### config.mk
export PLATFORM = sky130hd
export DESIGN_NAME = alu_seq
export DESIGN_NICKNAME = d
export VERILOG_FILES = /design/src/rtl/alu_seq.sv
export SDC_FILE = /design/constraint.sdc
export NUM_CORES = 1
export LEC_CHECK = 0
export ABC_AREA = 1
export ABC_CLOCK_PERIOD_IN_PS = 6200
export CORE_AREA = 10 10 136 138
export DETAILED_ROUTE_END_ITERATION = 7
export DIE_AREA = 0 0 146 148
export DONT_BUFFER_PORTS = 1
export PLACE_DENSITY = 0.37
export SYNTH_ARGS = -nofsm -noshare
export SYNTH_HDL_FRONTEND = slang
export SYNTH_SLANG_ARGS = --single-unit
### constraint.sdc
create_clock -name clk -period 6.2 [get_ports clk]
set_input_delay 1.24 -clock clk [delete_from_list [all_inputs] [get_ports clk]]
set_output_delay 1.24 -clock clk [all_outputs]
set_load 0.05 [all_outputs]
### src/rtl/alu_seq.sv
// alu_seq: registered, handshaked ALU. Binary ops finish in one cycle;
// decimal add/subtract walks the operands one BCD digit per cycle, LSB first.
// Results and flags hold until the next operation completes.
module alu_seq #(
  parameter int WIDTH = 8
) (
  input  logic             clk,
  input  logic             reset,
  input  logic             start,
  input  logic [3:0]       op,
  input  logic [WIDTH-1:0] a,
  input  logic [WIDTH-1:0] b,
  input  logic             c_in,
  input  logic             bcd,
  output logic             busy,
  output logic             done,
  output logic [WIDTH-1:0] y,
  output logic             c_out,
  output logic             zero,
  output logic             negative,
  output logic             overflow
);

  localparam int N  = WIDTH / 4;
  localparam int KW = (N > 1) ? $clog2(N) : 1;
  localparam logic [KW-1:0] K_LAST = KW'(N - 1);

  localparam logic [3:0] OP_INC = 4'h0;
  localparam logic [3:0] OP_DEC = 4'h1;
  localparam logic [3:0] OP_ADD = 4'h2;
  localparam logic [3:0] OP_SUB = 4'h3;
  localparam logic [3:0] OP_ROR = 4'h4;
  localparam logic [3:0] OP_ASL = 4'h5;
  localparam logic [3:0] OP_ROL = 4'h6;
  localparam logic [3:0] OP_OR  = 4'h7;
  localparam logic [3:0] OP_AND = 4'h8;
  localparam logic [3:0] OP_BIT = 4'h9;
  localparam logic [3:0] OP_EOR = 4'hA;
  localparam logic [3:0] OP_ONE = 4'hB;
  localparam logic [3:0] OP_LSR = 4'hC;

  typedef enum logic [1:0] {
    S_IDLE = 2'd0,
    S_CALC = 2'd1,
    S_BCD  = 2'd2,
    S_DONE = 2'd3
  } state_t;

  state_t r_state;
  state_t w_state_next;
  state_t w_launch;
  logic   w_accept;

  // Operands and per-operation context captured when start is accepted.
  logic [3:0]       r_op;
  logic [WIDTH-1:0] r_a;
  logic [WIDTH-1:0] r_b;
  logic             r_cin;
  logic [KW-1:0]    r_k;
  logic             r_cy;   // decimal carry (add) or borrow (sub)

  // Registered outputs.
  logic [WIDTH-1:0] r_y;
  logic             r_c;
  logic             r_z;
  logic             r_n;
  logic             r_v;
  logic             r_busy;
  logic             r_done;

  // Binary datapath.
  logic [WIDTH-1:0] w_bin_a;
  logic [WIDTH:0]   w_sum;
  logic [WIDTH-1:0] w_low;
  logic             w_add_v;
  logic [WIDTH-1:0] w_bin_y;
  logic             w_bin_c;
  logic             w_bin_n;
  logic             w_bin_v;

  // Decimal digit datapath.
  logic [KW+1:0]    w_pos;
  logic [WIDTH-1:0] w_a_shift;
  logic [WIDTH-1:0] w_b_shift;
  logic [3:0]       w_a_dig;
  logic [3:0]       w_b_dig;
  logic [4:0]       w_dsum;
  logic [4:0]       w_ddiff;
  logic [3:0]       w_dig;
  logic             w_cy_next;
  logic [WIDTH-1:0] w_bcd_y;
  logic             w_bcd_c;

  // Next-state logic: start accepted in IDLE and DONE only.
  always_comb begin
    w_state_next = r_state;
    w_accept     = 1'b0;
    if (bcd && ((op == OP_ADD) || (op == OP_SUB))) begin
      w_launch = S_BCD;
    end else begin
      w_launch = S_CALC;
    end
    case (r_state)
      S_IDLE, S_DONE: begin
        if (start) begin
          w_accept     = 1'b1;
          w_state_next = w_launch;
        end else begin
          w_state_next = S_IDLE;
        end
      end
      S_CALC: w_state_next = S_DONE;
      S_BCD: begin
        if (r_k == K_LAST) begin
          w_state_next = S_DONE;
        end else begin
          w_state_next = S_BCD;
        end
      end
      default: w_state_next = S_IDLE;
    endcase
  end

  // State register.
  always_ff @(posedge clk or posedge reset) begin
    if (reset) begin
      r_state <= S_IDLE;
    end else begin
      r_state <= w_state_next;
    end
  end

  // Binary sum shared by add/sub results and the V flag (also used in decimal mode).
  always_comb begin
    if (r_op == OP_SUB) begin
      w_bin_a = ~r_a;
    end else begin
      w_bin_a = r_a;
    end
    w_sum   = {1'b0, w_bin_a} + {1'b0, r_b} + {{WIDTH{1'b0}}, r_cin};
    w_low   = {1'b0, w_bin_a[WIDTH-2:0]} + {1'b0, r_b[WIDTH-2:0]}
              + {{(WIDTH-1){1'b0}}, r_cin};
    w_add_v = w_low[WIDTH-1] ^ w_sum[WIDTH];
  end

  // Single-cycle binary result, carry and flags.
  always_comb begin
    w_bin_y = {WIDTH{1'b0}};
    w_bin_c = 1'b0;
    case (r_op)
      OP_INC: {w_bin_c, w_bin_y} = {1'b0, r_a} + {{WIDTH{1'b0}}, r_cin};
      OP_DEC: {w_bin_c, w_bin_y} = {1'b0, r_a} - {{WIDTH{1'b0}}, r_cin};
      OP_ADD, OP_SUB: {w_bin_c, w_bin_y} = w_sum;
      OP_ROR: begin
        w_bin_y = {r_cin, r_a[WIDTH-1:1]};
        w_bin_c = r_a[0];
      end
      OP_ASL: begin
        w_bin_y = {r_a[WIDTH-2:0], 1'b0};
        w_bin_c = r_a[WIDTH-1];
      end
      OP_ROL: begin
        w_bin_y = {r_a[WIDTH-2:0], r_cin};
        w_bin_c = r_a[WIDTH-1];
      end
      OP_OR:  w_bin_y = r_a | r_b;
      OP_AND: w_bin_y = r_a & r_b;
      OP_BIT: w_bin_y = r_a & r_b;
      OP_EOR: w_bin_y = r_a ^ r_b;
      OP_ONE: begin
        w_bin_y = {WIDTH{1'b1}};
        w_bin_c = 1'b1;
      end
      OP_LSR: begin
        w_bin_y = {1'b0, r_a[WIDTH-1:1]};
        w_bin_c = r_a[0];
      end
      default: begin
        w_bin_y = {WIDTH{1'b0}};
        w_bin_c = 1'b0;
      end
    endcase
    w_bin_n = w_bin_y[WIDTH-1] | ((r_op == OP_BIT) & r_a[WIDTH-1]);
    case (r_op)
      OP_ADD, OP_SUB: w_bin_v = w_add_v;
      OP_BIT:         w_bin_v = r_a[WIDTH-2];
      default:        w_bin_v = 1'b0;
    endcase
  end

  // One decimal digit per cycle; digit k is spliced into the held result.
  always_comb begin
    w_pos     = {r_k, 2'b00};
    w_a_shift = r_a >> w_pos;
    w_b_shift = r_b >> w_pos;
    w_a_dig   = w_a_shift[3:0];
    w_b_dig   = w_b_shift[3:0];
    w_dsum    = {1'b0, w_a_dig} + {1'b0, w_b_dig} + {4'd0, r_cy};
    w_ddiff   = {1'b0, w_b_dig} - {1'b0, w_a_dig} - {4'd0, r_cy};
    if (r_op == OP_SUB) begin
      if (w_ddiff[4]) begin
        w_dig     = w_ddiff[3:0] + 4'd10;
        w_cy_next = 1'b1;
      end else begin
        w_dig     = w_ddiff[3:0];
        w_cy_next = 1'b0;
      end
      w_bcd_c = ~w_cy_next;
    end else begin
      if (w_dsum > 5'd9) begin
        w_dig     = w_dsum[3:0] + 4'd6;
        w_cy_next = 1'b1;
      end else begin
        w_dig     = w_dsum[3:0];
        w_cy_next = 1'b0;
      end
      w_bcd_c = w_cy_next;
    end
    w_bcd_y = (r_y & ~({{(WIDTH-4){1'b0}}, 4'hF} << w_pos))
              | ({{(WIDTH-4){1'b0}}, w_dig} << w_pos);
  end

  // Operand capture, digit counter and decimal carry chain.
  always_ff @(posedge clk or posedge reset) begin
    if (reset) begin
      r_op  <= 4'd0;
      r_a   <= {WIDTH{1'b0}};
      r_b   <= {WIDTH{1'b0}};
      r_cin <= 1'b0;
      r_k   <= {KW{1'b0}};
      r_cy  <= 1'b0;
    end else if (w_accept) begin
      r_op  <= op;
      r_a   <= a;
      r_b   <= b;
      r_cin <= c_in;
      r_k   <= {KW{1'b0}};
      r_cy  <= (op == OP_SUB) ? ~c_in : c_in;
    end else if (r_state == S_BCD) begin
      r_k  <= r_k + {{(KW-1){1'b0}}, 1'b1};
      r_cy <= w_cy_next;
    end else begin
      r_k  <= r_k;
      r_cy <= r_cy;
    end
  end

  // Result/flag registers and handshake outputs.
  always_ff @(posedge clk or posedge reset) begin
    if (reset) begin
      r_y    <= {WIDTH{1'b0}};
      r_c    <= 1'b0;
      r_z    <= 1'b0;
      r_n    <= 1'b0;
      r_v    <= 1'b0;
      r_busy <= 1'b0;
      r_done <= 1'b0;
    end else begin
      r_busy <= (w_state_next == S_CALC) || (w_state_next == S_BCD);
      r_done <= (w_state_next == S_DONE);
      if (r_state == S_CALC) begin
        r_y <= w_bin_y;
        r_c <= w_bin_c;
        r_z <= (w_bin_y == {WIDTH{1'b0}});
        r_n <= w_bin_n;
        r_v <= w_bin_v;
      end else if (r_state == S_BCD) begin
        // Partial digits are visible; flags only move with the last digit.
        r_y <= w_bcd_y;
        if (r_k == K_LAST) begin
          r_c <= w_bcd_c;
          r_z <= (w_bcd_y == {WIDTH{1'b0}});
          r_n <= w_bcd_y[WIDTH-1];
          r_v <= w_add_v;
        end else begin
          r_c <= r_c;
        end
      end else begin
        r_y <= r_y;
      end
    end
  end

  assign busy     = r_busy;
  assign done     = r_done;
  assign y        = r_y;
  assign c_out    = r_c;
  assign zero     = r_z;
  assign negative = r_n;
  assign overflow = r_v;

endmodule

# ---- Word level (Yosys, flattened, before mapping)
# Cells that the tools add are included.
dict set report classes {
  add_sub_neg 13
  mul 0
  n_div 0
  n_lt_le_gt_ge 1
  n_eq_ne 20
  shift 4
  mux 37
  n_bitwise 12
  n_reduce_logical 16
}
# operator count
set op_table {}
lappend op_table {{$pmux W8 S11} 1}
lappend op_table {{$mux W1} 25}
lappend op_table {{$mux W8} 3}
lappend op_table {{$eq A4 B4 Y1 const B} 5}
lappend op_table {{$and A8 B8 Y8} 2}
lappend op_table {{$eq A4 B2 Y1 const B} 4}
lappend op_table {{$eq A4 B3 Y1 const B} 4}
lappend op_table {{$logic_not A8 Y1} 2}
lappend op_table {{$not A8 Y8} 2}
lappend op_table {{$or A8 B8 Y8} 2}
lappend op_table {{$shr A8 B3 Y4} 2}
lappend op_table {{$mux W4} 3}
lappend op_table {{$reduce_or A2 Y1} 5}
lappend op_table {{$add A8 B1 Y9} 1}
lappend op_table {{$add A8 B8 Y9} 1}
lappend op_table {{$add A9 B1 Y9} 1}
lappend op_table {{$sub A8 B1 Y9} 1}
lappend op_table {{$add A7 B7 Y8} 1}
lappend op_table {{$add A8 B1 Y8} 1}
lappend op_table {{$eq A2 B2 Y1 const B} 4}
lappend op_table {{$shl A4 B3 Y8} 1}
lappend op_table {{$shl A4 B3 Y8 const A} 1}
lappend op_table {{$xor A8 B8 Y8} 1}
lappend op_table {{$pmux W1 S6} 1}
lappend op_table {{23 further kinds} 29}
dict set report word_totals {
  regBits 39
  latch_bits 0
  ram_bits 0
  rom_bits 0
  input_bits 25
  wordCells 117
  memories 0
}

# ---- Longest topological paths before layout
# Gate-level depths: netlist of the first run.
dict set report depth {
  word_depth 12
  mapped_depth 23
  mapped_depth_nobuf 22
}

# ---- Least setup slack after synthesis of the first run
# OpenSTA, ideal clock, no wires.
dict set report synth_path {
  path_kind {reg-to-reg}
  from {reg r_k}
  to {reg r_y[7], in the netlist y[7]}
  setup_ns 0.135
  arrival_time_ns 3.136
  path_slack_ns 2.928
  stages_incl_launch_ff 19
  path_buffers 2
  synth_period_minus_slack_ns 3.272
  cell_sequence {dfrtp_1 clkbuf_1 clkbuf_1 nand2_1 o21ai_0 inv_1 fa_1 fa_1 xnor2_1 ha_1 nand3b_1 inv_1 nand2_1 nand3_1 nand3_1 o211ai_1 o21ai_1 nand2_1 o21ai_0}
}
dict set report synth_via {
  elab_chain_len 10
}
# item line
set synth_rtl {}
lappend synth_rtl {{from (decl)} 59} ;# logic [KW-1:0] r_k;
lappend synth_rtl {{from (signal assigned)} 230} ;# r_k <= {KW{1'b0}};
lappend synth_rtl {{from (signal assigned)} 237} ;# r_k <= {KW{1'b0}};
lappend synth_rtl {{from (signal assigned)} 240} ;# r_k <= r_k + {{(KW-1){1'b0}}, 1'b1};
lappend synth_rtl {{$shr A8 B3 Y4 (on tied branches)} {194, 195}}
lappend synth_rtl {{$add A4 B4 Y5 / $sub A4 B4 Y5 (equally long branches)} {198, 199}}
lappend synth_rtl {{$add A5 B1 Y5 / $sub A5 B1 Y5 (equally long branches)} {198, 199}}
lappend synth_rtl {{$add A4 B3 Y4, or another cell as far along} 211} ;# w_dig = w_dsum[3:0] + 4'd6;
lappend synth_rtl {{$mux W4 (on tied branches)} {210, 201}}
lappend synth_rtl {{$mux W4} 200} ;# if (r_op == OP_SUB) begin
lappend synth_rtl {{$shl A4 B3 Y8} 220} ;# | ({{(WIDTH-4){1'b0}}, w_dig} << w_pos);
lappend synth_rtl {{$or A8 B8 Y8 *} 220}
lappend synth_rtl {{$mux W8 *} 267} ;# end else if (r_state == S_BCD) begin
lappend synth_rtl {{$mux W8 *} 261} ;# if (r_state == S_CALC) begin
lappend synth_rtl {{to (signal assigned)} 262} ;# r_y <= w_bin_y;
lappend synth_rtl {{to (signal assigned)} 269} ;# r_y <= w_bcd_y;
lappend synth_rtl {{to (signal assigned)} 279} ;# r_y <= r_y;
lappend synth_rtl {{to (decl)} 63} ;# logic [WIDTH-1:0] r_y;
# Mark *: on every way between the ends. The rest lies on a longest branch, timed or not. The select of a mux whose other input is x is not followed.
# A chain may end at the register's enable or synchronous reset.

# ---- Worst setup path after layout of the first run
# Ends and elaborated chain as after synthesis.

==> impl_metrics.ini, run 1 <==
[run_status]
status = finished, final reports clean

[logic_synthesis]
ys_seq_area_share_pct = 25.06
ys_types = 34
synth_area_um2 = 3895
yosys_warnings = 0
syn-instance-count = 606
async_flop_share_pct = 100.0
synth_edf_count = 0
synth-seq-cells = 39
avgSynthCellArea_um2 = 6.427
synth_flop_cell = dfrtp_1
syn-num-nets = 676

[global_route]
grt_pass1_wl_um = 22160
track_usage_pct = 12.95
grt_max_degree = 40
grt.overflow.total = 0
antenna_found_initial = 0
grt_pass1_vias = 3939

[timing]
slew_headroom_pct = 43.82
timing.final.crit_share_pct = 57.54
fin_tns_setup_ns = 0
finClkSkew_ns = 0.007475
rsz0062_at_grt = no
fin_crit_ns = 3.567
hold_viol = 0
clock.fmax_ghz = 0.2803
worstMarginPinSlew_ns = 0.8395
setup_viol = 0
slew_violations = 0

[placed_design]
place.gp.congestion = 0.8786
io_buffer_count = 0
dp_hpwl_um = 10990

[clock_tree]
htreeDepth = 2
clock-sinks = 39
cts_tree = done
post_cts_resized = 0
cts_setup_buffers = 0
numCtsBuffers = 5
clockBufferDepth = 2
clock_latency_ns = 0.30
root_buffer = clkbuf_16
path_clk_slew_ns = 0.06
hold_buffers = 0

[cells_and_area]
diodes = 0
drive_gt1_share_pct = 4.809
area_growth_syn_to_layout_pct = 9.926
nFillCells = 1780
nets = 672

[worst_setup_path]
arrival_ns = 3.74
critPathCaptureType = flip-flop
critPathMaxFanout = 5
required_ns = 6.37
worstSetupPathType = reg -> reg
worstSetupStartpointType = flip-flop

[flow_run]
drv_cap = 0

[floorplanning]
ioPinCount = 39
die_w_um = 146
die_y_um = 148
start_util_pct = 24.79
fp-row-count = 46
design.core.area_um2 = 15710
die_area_um2 = 21610

[drt]
viasPerCell = 4.700
vias = 3849
drtAntennaViolNets = 0
first_pass_iters = 4
drt-initial-drc-count = 197
drt-total-wl_um = 13850
wire_per_inst_um = 16.90
drc = 0

[worst_hold_path]
hold_class = reg -> reg
-- registers in the layout, summed over array words and instances, names as in the netlist --
register / flops
done: 1
busy: 1
r_k: 1
r_op: 4
overflow: 1
r_b: 8
r_state: 2
r_cy: 1
r_a: 8
y: 8
negative: 1
r_cin: 1
zero: 1
c_out: 1
-- placed cells by master (no fill, tap or decap), types with 6 or more instances in the layout --
master and instances:
o21ai_0 48, fa_1 6, nand2_1 178, nor3_1 6
a21oi_1 15, nand3_1 62, inv_2 11, nand4_1 9
inv_1 72, ha_1 39, dfrtp_1 39, xor2_1 10
nor2_1 59
-- cells by family after synthesis --
logic type | count (synthesis) | synth area share (%)
simple gates | 323 | 34.56
compound gates | 87 | 12.37
buf+inv | 100 | 9.701
fa+ha+maj | 45 | 15.61
xor+xnor | 12 | 2.698
flops | 39 | 25.06
-- cell usage after synthesis (all sizes together), types with 2 or more instances --
cell type    n  area, um2
o2111ai      2      17.52
inv         84      315.3
a21oi       15      75.07
xor2        10      87.58
nand3b       2      15.01
o21ai       53      265.3
clkbuf      12      45.04
nor2        60      227.7
o211ai       5      37.54
xnor2        2      17.52
o31ai        3      22.52
or2          4      25.02
dfrtp       39      975.9
a31oi        2      12.51
fa           6      120.1
buf          3      13.76
o22ai        2      12.51
nand3       62      310.3
nor3         6      30.03
nand2      179      674.4
nand4        9      56.30
ha          39      488.0
-- metal layers --
metal  global-route usage, %  vias up  wire (um)
met1                   16.84     1826       6733
met4                   4.154        0        298
met2                   21.16       65       6344
met5                       0        -          0
li1                        -     1944          -
met3                   2.442       14        469
-- metrics by stage --
stage / util (%) / area [um2] / instances / hold WS (ns) / setup WS [ns]
finish: 27.25 / 4282 / 819 / 0.6099 / 2.633
global route: 27.25 / 4282 / 819 / 0.6567 / 2.369
CTS: 27.25 / 4282 / 819 / 0.6166 / 2.707
detailed placement: 26.33 / 4136 / 811 / 0.6079 / 2.730
global placement: 26.33 / 4136 / 811 / 0.6044 / 2.778
floorplan: - / 3895 / 606 / 0.5673 / 2.928
-- critical path, stage by stage (launching register included) --
cell and delay (ns):
dfrtp_1 0.45, o21ai_0 0.56, fa_1 0.34, inv_1 0.08, fa_1 0.38, nand2_1 0.10, nand2_1 0.10, ha_1 0.24
nand2_1 0.07, a21boi_1 0.15, nand3_1 0.15, nand2_1 0.15, nand3_1 0.08, nand2_1 0.13, nand3_1 0.08, o211ai_1 0.09
o21ai_1 0.12, nand2_1 0.08, o21ai_0 0.08
-- worst paths after layout --
check / start / end / slack, ns / cells after the start
worst min-delay path: r_cy / r_cy / 0.61 / 2
worst max register to register: r_k / y[7] / 2.63 / 18
worst max-delay path: r_k / y[7] / 2.63 / 18
max in group asynchronous: reset / r_a[2] / 4.86 / 2
min in group asynchronous: reset / y[4] / 0.94 / 2
worst min register to register: r_cy / r_cy / 0.61 / 2
-- final cells by class --
cell class / instances / area [um2] / share of cell area, %
Clock buffer: 5 / 125.1 / 2.922
Clock inverter: 3 / 20.02 / 0.4676
Inverter: 85 / 319.1 / 7.452
Multi-Input combinational cell: 467 / 2541 / 59.35
Sequential cell: 39 / 975.9 / 22.79
Tap cell: 216 / 270.3 / 6.312
Timing Repair Buffer: 4 / 30.03 / 0.7013
Power of run 1 is left out: the tool's default activity adds up to more than one toggle a clock period on the data nets, which glitch-free logic cannot reach.
==> inputs of run 2 (changes only) <==
- ABC_AREA: 1 -> 0
- ABC_CLOCK_PERIOD_IN_PS: 6200 -> 3300
- CORE_AREA: 10 10 136 138 -> 10 10 137 139
- DIE_AREA: 0 0 146 148 -> 0 0 147 149
- clock period: 6.2 -> 3.3 ns (I/O delays scaled with it)
==> impl_metrics.ini, run 2 <==
[clock_tree]
htreeDepth = 2
clock-sinks = 39
clock_latency_ns = 0.29
root_buffer = clkbuf_16
hold_buffers = 0
cts_setup_buffers = 0
path_clk_slew_ns = 0.07
clockBufferDepth = 2
numCtsBuffers = 5
cts_tree = done

[floorplanning]
die_area_um2 = 21900
ioPinCount = 39
die_y_um = 149
fp-row-count = 47
die_w_um = 147
start_util_pct = 24.32
design.core.area_um2 = 16170

[cells_and_area]
diodes = 0
nets = 569
utilization_pct = 29.08
area_growth_syn_to_layout_pct = 19.57
final_cell_mix = nand2_1, o21ai_0, ha_1, dfrtp_1, buf_4
drive_gt1_share_pct = 17.20
final_common_cell = nand2_1

[placed_design]
io_buffer_count = 0
place.gp.congestion = 0.8425
dp_worst_setup_slack_ns = -0.06924
dp_hpwl_um = 11470

[worst_setup_path]
rr_worst_depth = 10
r2r_start = r_a[0]
critPathCaptureType = flip-flop
worstSetupStartpointType = flip-flop
required_ns = 3.50
path_cells = buf_4 -> inv_1 -> ha_1 -> ha_1 -> or3b_2 -> or3_1 -> a221oi_1 -> o221a_2 -> nand4b_1 -> o211ai_1
slowest_stage = or3b_2
worstSetupPathType = reg -> reg
critPathMaxFanout = 5
r2r_end = zero
arrival_ns = 3.32
critPathMaxStageDelay_ns = 0.51
reg2reg_slack_ns = 0.18
crit_family = simple AND/OR/NAND/NOR gates
cpMostUsedCell = ha_1
path_buf_inv = 2

[timing]
timing.final.crit_share_pct = 94.56
fin_tns_setup_ns = 0
hold_viol = 0
fin_crit_ns = 3.121
slew_headroom_pct = 41.47
timing.hold.ws_ns = 0.4246
clock.fmax_ghz = 0.3205
worstMarginPinSlew_ns = 0.8767
setup_viol = 0
finClkSkew_ns = 0.006888
rsz0062_at_grt = yes
slew_violations = 0
worst_slack_ns = 0.1794

[logic_synthesis]
async_flop_share_pct = 100.0
synth_area_leaders = dfrtp_1, ha_1, o21ai_0, nand2_1, xnor2_1
ys_types = 69
synth_top_area_cell = dfrtp_1
syn-num-nets = 551
synth_area_um2 = 3933
ys_seq_area_share_pct = 24.82
synth_top_area_share_pct = 24.82
yosys_warnings = 0
synth-seq-cells = 39
synth_flop_cell = dfrtp_1
avgSynthCellArea_um2 = 8.176
synth_edf_count = 0
yosysMostFrequentCell = nand2_1
syn-instance-count = 481
synth_common_cells = nand2_1, o21ai_0, dfrtp_1, ha_1, inv_1

[drt]
drc = 0
viasPerCell = 5.153
drt-total-wl_um = 14480
drt-initial-drc-count = 304
drtAntennaViolNets = 0
wire_per_inst_um = 20.10
vias = 3710
first_pass_iters = 4

[global_route]
grt_max_degree = 40
grt.overflow.total = 0
grt_pass1_vias = 3875
antenna_found_initial = 0
track_usage_pct = 13.07
grt_pass1_wl_um = 22640

[run_status]
status = finished, final reports clean

[flow_run]
drv_cap = 0

[worst_hold_path]
hold_class = in -> async
==> run 2: cell types whose count changed after synthesis, moves of 17 or more <==
cell	previous run	this run
xnor2_1	2	19
nand3_1	62	3
nor2_1	59	33
nand2_1	178	50
inv_1	73	37
==> run 2: how the worst max path moves through the flow <==
stage	from	depth (start not counted)	endpoint	slack, ns
finish	r_a[0]	10	zero	0.18
global route	r_op[3]	13	y[7]	-0.05
detailed placement	r_op[1]	12	negative	-0.07
global placement	r_op[1]	12	negative	-0.07
floorplan	r_op[1]	15	zero	0.02
CTS	r_k	12	y[5]	0.009
==> run 2: per-stage QoR <==
stage / area, um2 / std cells
after global routing: 4702 / 720
after CTS: 4588 / 720
after floorplan: 3958 / 481
after detailed placement: 4407 / 712
after global placement: 4407 / 712
final: 4702 / 720
==> run 2: cell families (layout without fill, tap and decap cells) <==
kind of cell	count (synthesis)	after routing	share of synthesized area, %
adders and majority gates	45	45	15.46
xor gates and xnor gates	24	24	5.345
DFF	39	39	24.82
buffers and inverters	69	88	7.095
and+or+nand+nor	150	150	19.38
muxes	10	10	2.673
AOI/OAI and AO/OA	144	144	25.23
==> run 2: layout make-up <==
| type | instances | area, um2 |
|---|---|---|
| clock inverter | 3 | 43.79 |
| multi-input combinational | 373 | 2811 |
| sequential | 39 | 975.9 |
| fill | 1756 | 11470 |
| clock buffer | 5 | 125.1 |
| inverter | 39 | 146.4 |
| timing repair buffer | 41 | 324.1 |
| tap | 220 | 275.3 |
==> run 2: metal layers <==
metal | vias up | routed length, um | GRT usage [%] | share of wire [%]
li1 | 1771 | - | - | -
met1 | 1833 | 6532 | 16.26 | 45
met2 | 91 | 6986 | 22.89 | 48
met3 | 15 | 675 | 2.154 | 4.7
met4 | 0 | 281 | 3.469 | 1.9
met5 | - | 0 | 0 | 0
==> run 2: timing repair <==
action	CTS	global route
gates resized for setup	2	30
endpoints found under the hold margin	0	0
pin swaps	0	2
endpoints found under the setup margin	3	11
Power of run 2 is left out for the same reason.
